===== config.mk =====
export PLATFORM = sky130hd
export DESIGN_NAME = rstatus_event_reader
export DESIGN_NICKNAME = d
export VERILOG_FILES = /design/src/rtl/rstatus_pkg.sv /design/src/rtl/rstatus_fifo.sv /design/src/rtl/rstatus_event_reader.sv
export SDC_FILE = /design/constraint.sdc
export NUM_CORES = 1
export LEC_CHECK = 0
export ABC_AREA = 0
export CORE_MARGIN = 10
export CORE_UTILIZATION = 55
export CTS_CLUSTER_DIAMETER = 150
export DETAILED_ROUTE_END_ITERATION = 6
export PLACE_DENSITY = 0.81
export SLEW_MARGIN = 40
export SYNTH_ARGS = -nofsm -noshare
export SYNTH_HDL_FRONTEND = slang
export SYNTH_SLANG_ARGS = --single-unit

===== constraint.sdc =====
create_clock -name clock -period 7.65 [get_ports clock]
set_input_delay 0.765 -clock clock [delete_from_list [all_inputs] [get_ports clock]]
set_output_delay 0.765 -clock clock [all_outputs]
set_load 0.05 [all_outputs]

===== src/rtl/rstatus_pkg.sv =====
// Shared constants and types for the overflow-status event reader.
package rstatus_pkg;

  localparam logic [4:0] STATUS_REG_ID = 5'd30;

  localparam logic [31:0] CODE_ADD_OVF  = 32'd1;
  localparam logic [31:0] CODE_ADDI_OVF = 32'd2;
  localparam logic [31:0] CODE_SUB_OVF  = 32'd3;

  typedef enum logic [1:0] {
    EVT_ADD  = 2'd0,
    EVT_ADDI = 2'd1,
    EVT_SUB  = 2'd2,
    EVT_UNK  = 2'd3
  } evt_code_e;

  typedef struct packed {
    evt_code_e   code;
    logic [31:0] raw;
  } evt_entry_t;

endpackage


===== src/rtl/rstatus_fifo.sv =====
// Synchronous FIFO of decoded status events; a push into a full FIFO is only
// accepted when a pop happens in the same cycle.
module rstatus_fifo
  import rstatus_pkg::*;
#(
  parameter int unsigned DEPTH = 4
) (
  input  logic       clock,
  input  logic       reset,
  input  logic       push,
  input  logic       pop,
  input  evt_entry_t wdata,
  output evt_entry_t rdata,
  output logic       full,
  output logic       empty
);

  localparam int unsigned PtrW = $clog2(DEPTH);
  localparam int unsigned CntW = PtrW + 1;

  evt_entry_t            mem_q [DEPTH];
  logic       [PtrW-1:0] wr_ptr_q, wr_ptr_d;
  logic       [PtrW-1:0] rd_ptr_q, rd_ptr_d;
  logic       [CntW-1:0] count_q, count_d;
  logic                  pop_eff, push_eff;

  assign empty = (count_q == '0);
  assign full  = (count_q == CntW'(DEPTH));
  // Empty head reads as zero so evt_code/evt_raw stay at their reset values.
  assign rdata = empty ? '0 : mem_q[rd_ptr_q];

  always_comb begin
    pop_eff  = pop && !empty;
    push_eff = push && (!full || pop_eff);
    wr_ptr_d = push_eff ? wr_ptr_q + PtrW'(1) : wr_ptr_q;
    rd_ptr_d = pop_eff ? rd_ptr_q + PtrW'(1) : rd_ptr_q;
    count_d  = count_q + CntW'(push_eff) - CntW'(pop_eff);
  end

  always_ff @(posedge clock or posedge reset) begin
    if (reset) begin
      wr_ptr_q <= '0;
      rd_ptr_q <= '0;
      count_q  <= '0;
      for (int i = 0; i < DEPTH; i++) mem_q[i] <= '0;
    end else begin
      wr_ptr_q <= wr_ptr_d;
      rd_ptr_q <= rd_ptr_d;
      count_q  <= count_d;
      if (push_eff) mem_q[wr_ptr_q] <= wdata;
    end
  end

endmodule


===== src/rtl/rstatus_event_reader.sv =====
// Snoops register writeback for status-register exception codes, queues them and
// keeps saturating per-code and drop counters. RSTATUS_STRICT_EN adds unknown-code capture.
module rstatus_event_reader
  import rstatus_pkg::*;
#(
  parameter int unsigned DEPTH      = 4,
  parameter int unsigned CNT_W      = 16,
  parameter logic [4:0]  STATUS_REG = STATUS_REG_ID
) (
  input  logic             clock,
  input  logic             reset,
  input  logic             wb_we,
  input  logic [4:0]       wb_reg,
  input  logic [31:0]      wb_data,
  output logic             evt_valid,
  input  logic             evt_ready,
  output logic [1:0]       evt_code,
  output logic [31:0]      evt_raw,
  output logic             fifo_full,
  output logic [CNT_W-1:0] cnt_add,
  output logic [CNT_W-1:0] cnt_addi,
  output logic [CNT_W-1:0] cnt_sub,
`ifdef RSTATUS_STRICT_EN
  output logic [CNT_W-1:0] unk_count,
`endif
  output logic [CNT_W-1:0] drop_count,
  input  logic             clear_counts
);

`ifdef RSTATUS_STRICT_EN
  localparam int unsigned NumCodes = 4;
`else
  localparam int unsigned NumCodes = 3;
`endif

  logic       capture;
  evt_code_e  code;
  evt_entry_t head;
  logic       fifo_empty;
  logic       pop;
  logic       drop;

  logic [CNT_W-1:0] cnt_q [NumCodes];
  logic [CNT_W-1:0] cnt_d [NumCodes];
  logic [CNT_W-1:0] drop_q, drop_d;

  // Clear takes effect before the increment, so clear+event yields 1.
  function automatic logic [CNT_W-1:0] sat_next(logic [CNT_W-1:0] cur, logic clr, logic inc);
    logic [CNT_W-1:0] base;
    base = clr ? '0 : cur;
    return (inc && (base != '1)) ? base + CNT_W'(1) : base;
  endfunction

  always_comb begin
    capture = 1'b0;
    code    = EVT_ADD;
    if (wb_we && (wb_reg == STATUS_REG)) begin
      case (wb_data)
        CODE_ADD_OVF:  begin capture = 1'b1; code = EVT_ADD;  end
        CODE_ADDI_OVF: begin capture = 1'b1; code = EVT_ADDI; end
        CODE_SUB_OVF:  begin capture = 1'b1; code = EVT_SUB;  end
        default: begin
`ifdef RSTATUS_STRICT_EN
          if (wb_data != '0) begin
            capture = 1'b1;
            code    = EVT_UNK;
          end
`endif
        end
      endcase
    end
  end

  assign pop  = evt_valid && evt_ready;
  assign drop = capture && fifo_full && !pop;

  rstatus_fifo #(
    .DEPTH(DEPTH)
  ) u_fifo (
    .clock(clock),
    .reset(reset),
    .push (capture),
    .pop  (evt_ready),
    .wdata('{code: code, raw: wb_data}),
    .rdata(head),
    .full (fifo_full),
    .empty(fifo_empty)
  );

  assign evt_valid = !fifo_empty;
  assign evt_code  = head.code;
  assign evt_raw   = head.raw;

  always_comb begin
    for (int i = 0; i < NumCodes; i++) begin
      cnt_d[i] = sat_next(cnt_q[i], clear_counts, capture && (code == evt_code_e'(i)));
    end
    drop_d = sat_next(drop_q, clear_counts, drop);
  end

  always_ff @(posedge clock or posedge reset) begin
    if (reset) begin
      for (int i = 0; i < NumCodes; i++) cnt_q[i] <= '0;
      drop_q <= '0;
    end else begin
      for (int i = 0; i < NumCodes; i++) cnt_q[i] <= cnt_d[i];
      drop_q <= drop_d;
    end
  end

  assign cnt_add    = cnt_q[EVT_ADD];
  assign cnt_addi   = cnt_q[EVT_ADDI];
  assign cnt_sub    = cnt_q[EVT_SUB];
`ifdef RSTATUS_STRICT_EN
  assign unk_count  = cnt_q[EVT_UNK];
`endif
  assign drop_count = drop_q;

endmodule


==> results.md <==
- Status: completed
- Vias in the first global route: about 7500
- WS Path Type: reg2out
- Area Growth Syn to Fin: 24.3%
- NumNets Final: 1013
- Clk slew on worst S/H paths: 60 ps
- DRC viols: 0
- Ys Warns: 0
- Cell Count, Final, Fillers Out: 1203
- CP Cell Sequence: mux4_2 > and2_1 > clkdlybuf4s50_1
- Area leader, netlist: dfrtp_1
- Synth top area cells: dfrtp_1 (53%), and2_1 (10%), mux4_2 (7.8%)
- CP max stage cell: dfrtp_4
- DRT iter0 DRCs: 368
- Die W: 153 um
- Max Cap Viol: 0
- Complex-gate fraction of the synthesized area: 0.0378
- Worst-skew pair later-pin latency: 510 ps
- Critical R2R Launch: cnt_sub[0]$_DFF_PP0_
- Crit path launch: u_fifo.rd_ptr_q[1]$_DFFE_PP0P_
- Instance count on the critical path: 3
- Final Critical Period: 3660 ps
- Initial Util: 0.563
- Simple-gate share of the synthesized area: 0.255
- Rows: 48
- GPL Wtd Cong: 0.822
- Max-slew violations: 0
- Tot Pwr: between 2 and 3 mW
- Final worst-path cycle share: 0.478
- Crit path DAT: ~2900 ps
- Placed wire-length estimate: around 15000 um
- Number of instances in the placed design: 1160
- Core region area: 17400 um^2
- Data required, critical path: 6880 ps
- Hold buffers post-CTS: 0
- Top-area cell type share of the netlist area: 0.530
- Post-CTS Setup Inserts: 0
- Post-Synth XOR/XNOR Area: 0.0242
- Post-Syn Nets: a little under 900
- Drt via density: 5.85
- Crit path launch type: register
- Final setup violation count: 0
- CP max stage delay: 850 ps
- Final hold violations: 0
- Hold Crit Depth: 1
- P_leak: 5.23 nW
- Top Family by Delay on Critical Path: flip-flops
- Largest net degree at the start of global routing: 143
- Largest family of logic cells by synthesized area: simple AND/OR/NAND/NOR gates
- Sequential-to-total area share from yosys stat: 0.530
- Drt total wl: 23300 um
- Via count: ~7000
- RSZ-0062 raised after global routing: false
- DR pass1 iterations: 5
- Synth cell types: 43
- First-pass GRT wire length: around 39000 um
- TritonCTS buffer count: 23
- DIE AREA: roughly 24000 um^2
- EDFF count, synth: 0
- Syn Inst Count: 837
- FF-to-FF setup slack: 4790 ps
- Tot GR Track Use: 0.196
- DR WL/cell: 19.3 um
- Crit path buffers/inverters: 1
- Avg Cell Area, Syn: 11.7 um^2
- I/O pins: 142
- Fmax: 0.273 GHz
- Maximum vdd ir drop: 0.000159 V
- Worst Path Max Fanout: 35
- Critical path destination: evt_code[0]
- Worst Tran Pin Value: 794 ps
- Initial antenna violation count: 1
- I/O Buffers: 141
- Area after DPL: between 10000 and 15000 um^2
- Seq cells post-synth: just over 200
- PwrDens: between 200 and 250 nW/um^2
- Clock skew: 8.16 ps
- H-tree Lvls: 1
- CP Capture Type: output pin
- Die Ht: about 150 um
- Root buffer cell: clkbuf_16
- R2R cell count: 8
- Share of cells above drive strength 1: 0.118
- Post-cts sizing count: 0
- Rel. slew slack: 0.471
- Hold WC Path Type: reg2reg
- Setup_tns: 0 ps
- Antenna violation net count after detailed routing: 0
- Clock Path Buffers: 3
- Worst hold slack: 475 ps
- FILL cells: approximately 1200
- Worst R2R End: cnt_sub[1]$_DFF_PP0_
- Clock tree sinks: 207
- Synth Cell Area: 9770 um^2
- Fin area: ~12000 um^2
- Async S/R FF share, synth: 1.00
- Synth Flop Type: dfrtp_1
- Post-Synth Adder-Cell Area: 0.0148
- CTS tree: built
- Total global routing overflow: 0
- Mux cell area share after synthesis: 0.112
==> per-layer routing <==
layer,GRT usage,vias to the layer above,share of wire
met3,0.0637,34,0.078
met1,0.247,3551,0.42
met2,0.324,218,0.49
met5,0,-,0
met4,0.0436,0,0.015
li1,-,3232,-
==> cell usage in the layout (no fill, tap or decap), types with 19 or more instances in the layout <==
master	n
clkdlybuf4s50_1	140
nor2b_1	22
and2_1	157
a21oi_1	28
xnor2_1	22
mux2_2	24
clkbuf_16	23
mux4_2	34
dfrtp_1	206
nand2b_1	19
nand2_1	25
nand4_1	26
or4_1	28
o31ai_1	23
==> synthesized netlist by cell type (2+ instances only) <==
cell type    n
o31ai_1     23
a21oi_1     28
nand2_1     25
nor4_1      18
xnor2_1     22
nor2b_1     22
nand2b_1    19
clkbuf_1    45
or4_1       28
or4b_1       3
nor3b_1      5
nand4b_1     5
nand3b_1     3
nand3_1     18
mux2_2      24
mux2i_1      6
nand4_1     26
and4_1       6
or3_1       11
dfrtp_1    207
and3_1       9
mux4_2      34
xor2_1       5
nor3_1      16
and2_1     157
buf_1        3
o21ai_0      4
inv_1       13
ha_1        10
nor4b_1      4
nor2_1      20
buf_6        2
or2_2        6
==> stage by stage <==
stage	utilization	worst slack, ps
6_report	0.700	3990
5_1_grt	0.700	3860
3_5_place_dp	0.653	3620
4_1_cts	0.699	3930
2_1_floorplan	-	1230
3_3_place_gp	0.653	3680
==> sequential cells by signal, summed over array words and instances, names as in the netlist <==
name / cells
u_fifo.wr_ptr_q: 2
drop_count: 16
cnt_sub: 16
u_fifo.rd_ptr_q: 2
u_fifo.count_q: 3
cnt_add: 16
u_fifo.mem_q: 136
cnt_addi: 16
==> worst min-delay path by stage <==
stage / start / end
after floorplan: u_fifo.mem_q[60]$_DFFE_PP0P_ / u_fifo.mem_q[60]$_DFFE_PP0P_
after global placement: u_fifo.mem_q[13]$_DFFE_PP0P_ / u_fifo.mem_q[13]$_DFFE_PP0P_
after detailed placement: u_fifo.mem_q[79]$_DFFE_PP0P_ / u_fifo.mem_q[79]$_DFFE_PP0P_
after CTS: u_fifo.mem_q[93]$_DFFE_PP0P_ / u_fifo.mem_q[93]$_DFFE_PP0P_
after global routing: u_fifo.mem_q[63]$_DFFE_PP0P_ / u_fifo.mem_q[63]$_DFFE_PP0P_
final: u_fifo.mem_q[93]$_DFFE_PP0P_ / u_fifo.mem_q[93]$_DFFE_PP0P_
==> layout make-up <==
| class | count | area, um^2 | area share |
|---|---|---|---|
| Sequential cell | 207 | 5180 | 0.427 |
| Multi-Input combinational cell | 566 | 4350 | 0.358 |
| Clock buffer | 37 | 658 | 0.0542 |
| Clock inverter | 5 | 140 | 0.0115 |
| Antenna cell | 1 | 2.50 | 0.000206 |
| Inverter | 13 | 61.3 | 0.00505 |
| Timing Repair Buffer | 149 | 1470 | 0.121 |
| Tap cell | 225 | 282 | 0.0232 |
==> cells by family after synthesis <==
family,count (synthesis)
mux,64
fa+ha+maj,11
xor+xnor,27
buf+inv,64
flops,207
simple gates,405
compound gates,59
==> power breakdown <==
| part | internal (mW) | switching, mW | total [mW] | leakage (nW) |
|---|---|---|---|---|
| logic | 0.128 | 0.146 | 0.274 | 1.99 |
| clock network | 0.727 | 0.436 | 1.16 | 0.384 |
| registers | 1.11 | 0.0604 | 1.17 | 2.86 |
| total | 1.97 | 0.642 | 2.61 | 5.23 |
==> worst register-to-register path, stage by stage, from the launching register on <==
cell	delay [ps]
dfrtp_1	410
nor2b_1	230
ha_1	220
nand3_1	140
or4_1	630
nor3_2	450
buf_4	280
nor3_1	90
mux2_2	290
Note: power is estimated with default switching activity, not from simulation.
